$ cat config.mk
export PLATFORM = sky130hd
export DESIGN_NAME = mem_wait_ctrl
export DESIGN_NICKNAME = d
export VERILOG_FILES = /design/src/rtl/mem_wait_ctrl.sv
export SDC_FILE = /design/constraint.sdc
export NUM_CORES = 1
export LEC_CHECK = 0
export ABC_CLOCK_PERIOD_IN_PS = 3240
export CAP_MARGIN = 20
export CORE_MARGIN = 4
export CORE_UTILIZATION = 41
export DETAILED_ROUTE_END_ITERATION = 6
export GPL_TIMING_DRIVEN = 0
export PLACE_DENSITY = 0.85
export SYNTH_ARGS = -nofsm -noshare
export SYNTH_HDL_FRONTEND = slang
export SYNTH_SLANG_ARGS = --single-unit
$ cat constraint.sdc
create_clock -name clk -period 3.24 [get_ports clk]
set_clock_uncertainty 0.05 [all_clocks]
set_input_delay 0.648 -clock clk [delete_from_list [all_inputs] [get_ports clk]]
set_output_delay 0.648 -clock clk [all_outputs]
set_load 0.05 [all_outputs]
$ cat src/rtl/mem_wait_ctrl.sv
// Word-serial memory controller: latches one request, inserts LATENCY wait states,
// accesses a synchronous single-port RAM and pulses a one-cycle ack. Optional MEM_RANGE_CHECK_EN.
module mem_wait_ctrl #(
  parameter int          ADDR_WIDTH = 10,
  parameter int          LATENCY    = 4,
  parameter logic [31:0] ERR_DATA   = 32'hDEAD_BEEF
) (
  input  logic                  clk,
  input  logic                  rst,
  input  logic                  mem_cs_i,
  input  logic                  mem_we_i,
  input  logic [31:0]           mem_addr_i,
  input  logic [31:0]           mem_data_i,
  output logic [31:0]           mem_data_o,
  output logic                  mem_ack_o,
  output logic                  busy_o,
  output logic                  ram_en_o,
  output logic                  ram_we_o,
  output logic [ADDR_WIDTH-1:0] ram_addr_o,
  output logic [31:0]           ram_din_o,
  input  logic [31:0]           ram_dout_i,
  output logic                  err_o
);

  typedef enum logic [2:0] {
    S_IDLE, S_WAIT, S_ACCESS, S_READ, S_ACK, S_GAP
  } state_t;

  localparam logic [3:0] LAT4 = 4'(LATENCY);

  state_t                r_state, w_next;
  logic [3:0]            r_wcnt;
  logic                  r_we;
  logic [ADDR_WIDTH-1:0] r_addr;
  logic [31:0]           r_data;
  logic [31:0]           r_rdata;
  logic                  r_oor;
  logic                  w_oor;
  logic                  w_unused;

  // Byte-lane bits never select a word; upper bits matter only to the range check.
  assign w_unused = ^{mem_addr_i[1:0], mem_addr_i[31:ADDR_WIDTH+2]};

`ifdef MEM_RANGE_CHECK_EN
  assign w_oor = |mem_addr_i[31:ADDR_WIDTH+2];
`else
  assign w_oor = 1'b0;
`endif

  // NOTE: state and datapath registers use non-blocking assignments so every
  // register samples the pre-edge values of its peers.
  always_ff @(posedge clk or negedge rst) begin
    if (!rst) begin
      r_state <= S_IDLE;
      r_wcnt  <= '0;
      r_we    <= 1'b0;
      r_addr  <= '0;
      r_data  <= '0;
      r_oor   <= 1'b0;
      r_rdata <= '0;
    end else begin
      r_state <= w_next;
      case (r_state)
        S_IDLE: begin
          if (mem_cs_i) begin
            r_addr <= mem_addr_i[ADDR_WIDTH+1:2];
            r_we   <= mem_we_i;
            r_data <= mem_data_i;
            r_oor  <= w_oor;
            r_wcnt <= LAT4;
          end
        end
        S_WAIT:  r_wcnt  <= r_wcnt - 4'd1;
        S_READ:  r_rdata <= r_oor ? ERR_DATA : ram_dout_i;
        default: ;
      endcase
    end
  end

  // NOTE: every combinational output gets a default before the case so no
  // path leaves a signal unassigned and a latch cannot be inferred.
  always_comb begin
    w_next   = r_state;
    ram_en_o = 1'b0;
    ram_we_o = 1'b0;
    case (r_state)
      S_IDLE: begin
        if (mem_cs_i) w_next = (LAT4 != 4'd0) ? S_WAIT : S_ACCESS;
      end
      S_WAIT: begin
        if (r_wcnt <= 4'd1) w_next = S_ACCESS;
      end
      S_ACCESS: begin
        ram_en_o = ~r_oor;
        ram_we_o = r_we & ~r_oor;
        w_next   = r_we ? S_ACK : S_READ;
      end
      S_READ:  w_next = S_ACK;
      S_ACK:   w_next = S_GAP;
      S_GAP:   w_next = S_IDLE;
      default: w_next = S_IDLE;
    endcase
  end

  assign mem_data_o = r_rdata;
  assign mem_ack_o  = (r_state == S_ACK);
  assign busy_o     = (r_state != S_IDLE);
  assign ram_addr_o = r_addr;
  assign ram_din_o  = r_data;

`ifdef MEM_RANGE_CHECK_EN
  logic r_err;

  always_ff @(posedge clk or negedge rst) begin
    if (!rst)                                r_err <= 1'b0;
    else if (r_state == S_ACCESS && r_oor)   r_err <= 1'b1;
  end

  assign err_o = r_err;
`else
  assign err_o = 1'b0;
`endif

endmodule

# Word-level counts from Yosys, hierarchy flattened
# Index checks and enable logic that the tools add are counted.
# op_classes
reduce_logical	6
n_addsub	1
eq_ne	6
order_cmp	1
mux	8
# ops
cell	count
case mux 3 bit (5 select lines)	1
two-way mux 3 bit	3
case mux 4 bit (2 select lines)	1
equality test 3 x 2 -> 1 bit (second input constant)	2
AND reduction 2 bit	3
less-or-equal comparator 4 x 1 -> 1 bit (second input constant)	1
two-way mux 4 bit	1
!= test 2 bit (second input constant)	2
subtractor 4 x 1 -> 4 bit (second input constant)	1
equality test 3 x 1 -> 1 bit (second input constant)	1
equality test 3 bit (second input constant)	1
logical NOT 3 bit	1
nonzero test 3 bit	1
two-way mux 1 bit	2
nonzero test 2 bit	1
# totals
register_bits	82

# Longest topological paths before layout
# Gate-level depths: netlist of run 1.
# depth
word_depth	3
ltp_mapped	5
mapped_depth_nobuf	5

# Least setup slack after synthesis of run 1
# OpenSTA, ideal clock, no wires.
# synth_path
kind	reg-to-output
start	register r_state[2]
end	output ram_we_o
path_stages_with_launch	5
arrival_time_ns	1.894
path_slack_ns	0.648
path_cell_list	dfrtp_1 > clkbuf_1 > nand2b_1 > nor2_1 > and2_1
# synth_between
elab_chain_len	2
# synth_rtl
element	line_no	rtl
start: declaration	31	state_t r_state, w_next;
start signal: assignment	62	r_state <= w_next;
equality test 3 x 2 -> 1 bit	86	case (r_state)
two-way mux 1 bit	86	
end: declaration	18	output logic ram_we_o,
# Every way passes these cells.

# Worst setup path after layout of run 1
# Same ends and word-level chain as after synthesis.

==> parameters.txt, run 1 <==
Parameter                              Value

Outcome
  Outcome ... finished clean

Critical path
  Startpoint of the lowest-slack register-to-register path ... r_state[2]
  Worst EP required ... 2.54 ns
  Reg2reg end ... ram_din_o[14]
  Crit path capture type ... primary output
  Setup CP Type ... register to primary output
  Critical path startpoint category ... register
  Register-to-register setup slack ... 1.24 ns
  Depth of the most critical reg-to-reg path ... 4
  Data arrival, critical path ... 2.19 ns
  Timing endpoint of the critical path ... ram_we_o
  Critical Path Source ... r_state[2]
  Maximum fanout along the worst path ... 9

STA
  RSZ-0062 raised after global routing ... no
  Fin worst setup slack ... 0.3559 ns
  Final period utilization ... 89.01%
  Maximum achievable frequency ... 0.3467 GHz
  Relative slew slack ... 50.21%
  Worst hold margin ... 0.1563 ns
  Final hold viol count ... 0
  Worst slew pin tran ... 0.7438 ns
  Number of endpoints failing setup at the final stage ... 0
  Summed negative setup slack over all endpoints ... 0 ns
  Final critical path time including I/O delays and setup ... 2.884 ns
  Final slew viol count ... 0

Placement
  Area after DPL ... 4922 um^2
  GP Congestion ... 0.7723
  Post-Place Setup Slack ... 0.6393 ns
  Placed cells ... 462
  Placed wire-length estimate ... 5750 um
  Number of buffer cells added on primary ports ... 155

Layout
  Register area ... 2052 um^2
  Util after Layout ... 66.73%
  Final instance area ... 5130 um^2
  Area of combinational cells with multiple inputs ... 1070 um^2
  Layout-stage area growth over the synthesis result ... 59.41%
  Fraction of final layout cells with drive strength greater than 1 ... 25.87%
  Fill cell total of the finished layout ... 594
  Antenna cell count ... 0
  Non-filler cells, final ... 477
  NumNets Final ... 473

Floorplanning
  Initial Utilization ... 41.86%
  Core Rows ... 32
  Die Y ... 96.60 um
  Total die area ... 9331 um^2
  Placeable core region ... 7687 um^2
  Number of primary I/O pins ... 179
  Die boundary width ... 96.60 um

Routing
  DRC violation count after routing ... 0
  Detailed Route Iter0 Violations ... 44
  Antenna violation net count after detailed routing ... 0
  Detail-routed net length per standard cell ... 15.44 um
  Total via count in the routed design ... 2,251
  Drt via density ... 4.719
  Detailed Routing Iterations Pass 1 ... 3
  Total wire length after detailed routing ... 7363 um

Synthesis
  Adder-cell area share of the yosys netlist ... 0.7776%
  Mean instance size in the synthesized netlist ... 15.77 um^2
  Largest family of logic cells by synthesized area ... multiplexers
  Dominant synthesized flop cell ... dfrtp_1
  Simple-gate share of the synthesized area ... 4.082%
  Number of distinct library cells after synthesis ... 28
  Compound-gate portion of the synthesized area ... 1.750%
  Syn. warnings ... 0
  Sequential element share of the synthesized area ... 63.76%
  Gate count of the mapped netlist ... 204
  Number of enable flip-flop cells after synthesis ... 0
  Synthesized netlist net count ... 306
  Post-synthesis cell area ... 3218 um^2
  Number of synthesized register bits ... 82
  Ys async rst share ... 100.0%
  Proportion of synthesized area in mux cells ... 26.24%
  Area share of xor/xnor cells in the synthesized design ... 0.2722%

Pwr
  Static power due to leakage ... 2.127 nW
  Logic gate share of total power ... 60.4%
  Post-layout total power ... 6.525 mW
  Switching portion of total power ... 46.37%
  Internal portion of total power ... 3.499 mW
  PwrDens ... 1272 nW/um^2
  Power share of the sequential group ... 27.7%
  Clock power share ... 12.0%
  Max IR drop VDD ... 0.6128 mV
  Net load switching power ... 3.025 mW

Clocking
  Worst-case clock buffer depth ... 2
  CTS tree ... built
  Post-cts sizing count ... 0
  Clk pin slew, worst setup/hold paths ... 0.08 ns
  Number of buffers created by CTS ... 9
  Number of post-CTS setup repair buffers ... 0
  Clock network latency to the later pin of the worst-skew pair ... 0.33 ns
  Root Buffer ... clkbuf_8
  CTS HTree Levels ... 3
  Quantity of hold-fixing buffers added after cts ... 0
  Total number of clock tree sinks ... 82

GRT
  Global-route usage over all layers ... 16.14%
  Global route overflow ... 0
  Number of global-route vias before repair ... 2,405
  Antenna violations before repair ... 0
  Largest net degree at the start of global routing ... 61
  Global-route wire length before repair ... 11,420 um

Min path
  Path type of the worst min-delay path ... primary input to asynchronous set/reset pin

Job
  Max cap viols ... 0
==> cells in the mapped netlist (2+ instances only) <==
| cell | instances | area share [%] |
|---|---|---|
| mux2_1 | 6 | 2.1 |
| inv_1 | 3 | 0.35 |
| mux2_2 | 69 | 24 |
| nand2b_1 | 2 | 0.39 |
| buf_2 | 5 | 0.78 |
| and2_1 | 2 | 0.39 |
| buf_6 | 4 | 1.4 |
| ha_1 | 2 | 0.78 |
| nor2_1 | 5 | 0.58 |
| o2bb2ai_1 | 2 | 0.54 |
| nor3_1 | 2 | 0.31 |
| or3_1 | 2 | 0.39 |
| o21ai_0 | 2 | 0.31 |
| dfrtp_1 | 82 | 64 |
| nand3b_1 | 2 | 0.47 |
| clkbuf_1 | 2 | 0.23 |
==> worst max-delay path, cell delays in order (launching register included) <==
cell,delay (ns)
dfrtp_1,0.36
clkbuf_1,0.19
nand2b_1,0.22
nor2_1,0.12
and2_1,0.14
clkdlybuf4s50_1,0.81
==> power by group through the flow <==
stage | logic, mW | registers [mW] | clock network [mW]
floorplan | 0.970 | 3.49 | 0
global route | 4.14 | 1.88 | 0.845
finish | 3.94 | 1.81 | 0.781
detailed placement | 3.97 | 1.84 | 0
CTS | 3.98 | 1.82 | 0.802
global placement | 3.90 | 1.80 | 0
==> sequential cells by signal, summed over array words and instances (netlist names) <==
| register | flops |
|---|---|
| r_state | 3 |
| ram_addr_o | 10 |
| r_wcnt | 4 |
| mem_data_o | 32 |
| r_we | 1 |
| ram_din_o | 32 |
==> final cells by class <==
class	count	area share [%]
plain buffers	12	1.659
clock buffers	10	2.488
clock inverters	5	1.561
inverters	3	0.2195
multi-input cells	107	20.85
flip-flops and latches	82	40.00
well taps	102	2.488
repair buffers	156	30.73
==> worst min path at each step <==
| stage | start | end | slack (ns) | cells past startpoint |
|---|---|---|---|---|
| floorplan | rst | mem_data_o[0] | 0.30 | 0 |
| global placement | ram_din_o[23] | ram_din_o[23] | 0.42 | 1 |
| detailed placement | ram_din_o[23] | ram_din_o[23] | 0.43 | 1 |
| CTS | rst | mem_data_o[3] | 0.15 | 1 |
| global route | rst | mem_data_o[3] | 0.15 | 1 |
| finish | rst | mem_data_o[8] | 0.16 | 1 |
==> metal layers <==
layer,vias to the layer above,track usage [%],share of wire (%)
li1,1049,-,-
met4,0,6.192,1.2
met3,9,4.957,8.7
met5,-,0,0
met2,81,28.79,52
met1,1112,17.96,38
==> logic make-up after synthesis <==
logic type | count (synthesis)
multiplexers | 75
other | 1
AND/OR/NAND/NOR | 20
buffers and inverters | 15
AO/OA/AOI/OAI | 8
flip-flops | 82
XOR/XNOR | 1
adder cells (fa/ha/maj) | 2
==> layout by cell type (no fill, tap or decap), types with 3 or more instances in the layout <==
cell / Yosys / layout
clkdlybuf4s50_1: 0 / 154
dfrtp_1: 82 / 82
mux2_2: 69 / 69
clkbuf_8: 0 / 9
mux2_1: 6 / 6
buf_2: 5 / 5
nor2_1: 5 / 5
buf_6: 4 / 4
inv_1: 3 / 3
clkbuf_1: 2 / 3
No activity file was read; power rests on OpenSTA's default activity.
==> run 2: changes to the inputs <==
REMOVE_ABC_BUFFERS = 1   (was default)
==> parameters.txt, run 2 (synthesized netlist as in run 1, its figures left out) <==
Parameter                              Value

Critical path
  Buffers & Inverters on Critical Path ... 1
  Worst-path cell with the longest stage delay ... clkdlybuf4s50_1
  Worst EP required ... 2.54 ns
  Register-to-register setup slack ... 1.00 ns
  Data arrival, critical path ... 2.08 ns
  Setup CP Type ... register to primary output
  Critical path startpoint category ... register
  Crit path capture type ... primary output
  Maximum cell stage delay along the critical path ... 0.79 ns
  Maximum fanout along the worst path ... 9
  Chain of cells forming the critical path ... nand2b_1 > nor2_1 > and2_1 > clkdlybuf4s50_1
  Kind of cell with the highest combined delay on the critical path ... buffers and inverters

Layout
  Antenna cell count ... 0
  Layout-stage area growth over the synthesis result ... 58.75%
  Final instance area ... 5109 um^2
  Non-filler cells, final ... 468
  Most frequent standard cell in the layout excluding fill and tap cells ... clkdlybuf4s50_1
  Most frequent cells in the layout ... 154 x clkdlybuf4s50_1, 82 x dfrtp_1, 69 x mux2_2
  NumNets Final ... 465
  Fraction of final layout cells with drive strength greater than 1 ... 24.59%

Placement
  Area after DPL ... 4902 um^2
  Number of buffer cells added on primary ports ... 155
  Placed wire-length estimate ... 5729 um
  GP Congestion ... 0.7058
  Placed cells ... 454

Pwr
  Static power due to leakage ... 2.119 nW
  Max IR drop VDD ... 0.7340 mV
  Post-layout total power ... 6.519 mW
  PwrDens ... 1276 nW/um^2

Routing
  Total wire length after detailed routing ... 7419 um
  Drt via density ... 4.769
  Detailed Routing Iterations Pass 1 ... 3
  Antenna violation net count after detailed routing ... 0
  DRC violation count after routing ... 0
  Detailed Route Iter0 Violations ... 52
  Total via count in the routed design ... 2,232
  Detail-routed net length per standard cell ... 15.85 um

GRT
  Global-route usage over all layers ... 16.20%
  Largest net degree at the start of global routing ... 64
  Global-route wire length before repair ... 11,480 um
  Number of global-route vias before repair ... 2,370
  Antenna violations before repair ... 0
  Global route overflow ... 0

Clocking
  Root Buffer ... clkbuf_8
  Total number of clock tree sinks ... 82
  CTS tree ... built
  Number of post-CTS setup repair buffers ... 0
  Number of buffers created by CTS ... 9
  Clk pin slew, worst setup/hold paths ... 0.08 ns
  Quantity of hold-fixing buffers added after cts ... 0
  Worst-case clock buffer depth ... 2
  CTS HTree Levels ... 3
  Post-cts sizing count ... 0
  Clock network latency to the later pin of the worst-skew pair ... 0.32 ns

Floorplanning
  Placeable core region ... 7687 um^2
  Die Y ... 96.60 um
  Number of primary I/O pins ... 179
  Die boundary width ... 96.60 um
  Total die area ... 9331 um^2
  Core Rows ... 32
  Initial Utilization ... 41.86%

Outcome
  Outcome ... finished clean

STA
  Final critical path time including I/O delays and setup ... 2.777 ns
  Worst slew pin tran ... 0.8456 ns
  RSZ-0062 raised after global routing ... no
  Final slew viol count ... 0
  Maximum achievable frequency ... 0.3601 GHz
  Final hold viol count ... 0
  Number of endpoints failing setup at the final stage ... 0
  Relative slew slack ... 43.46%
  Final period utilization ... 85.70%

Job
  Max cap viols ... 0

Min path
  Path type of the worst min-delay path ... primary input to asynchronous set/reset pin
-- run 2: cell types whose count changed in the layout (fill, tap and decap cells not counted), sizes merged --
cell	delta
buf	-6
clkinvlp	-2
clkbuf	-1
-- run 2: worst paths after layout --
| kind | start | end | cells past startpoint |
|---|---|---|---|
| hold / removal | rst | mem_data_o[1] | 1 |
| max in group asynchronous | rst | mem_data_o[27] | 2 |
| setup reg to reg | r_state[1] | ram_din_o[9] | 5 |
| hold reg to reg | ram_din_o[23] | ram_din_o[23] | 1 |
| setup / recovery | r_state[2] | ram_we_o | 4 |
| min in group clk | ram_din_o[23] | ram_din_o[23] | 1 |
-- run 2: layer usage --
layer,track usage (%),share of wire [%]
met1,18.16,37
met4,7.009,2.0
met2,27.59,53
met5,0,0
met3,6.042,8.2
-- run 2: cell type report --
type	count	area, um^2
fill	592	2579
sequential	82	2052
timing repair buffer	160	1642
multi-input combinational	107	1070
clock buffer	11	141.4
tap	102	127.6
clock inverter	3	65.06
inverter	3	11.26
-- run 2: report_power, final --
group	internal, mW	switching, mW
Clock	0.446	0.330
Sequential	1.55	0.286
Combinational	1.51	2.39
-- run 2: through the flow --
| step | hold slack (ns) | utilization, % | worst slack [ns] | TNS (ns) |
|---|---|---|---|---|
| after floorplan | 0.3024 | - | 0.5256 | 0 |
| after global placement | 0.4184 | 62.60 | -1.455 | -146.18 |
| after detailed placement | 0.4241 | 63.77 | 0.3688 | 0 |
| after CTS | 0.1355 | 66.46 | 0.4331 | 0 |
| after global routing | 0.1493 | 66.46 | 0.3370 | 0 |
| final | 0.1415 | 66.46 | 0.4633 | 0 |
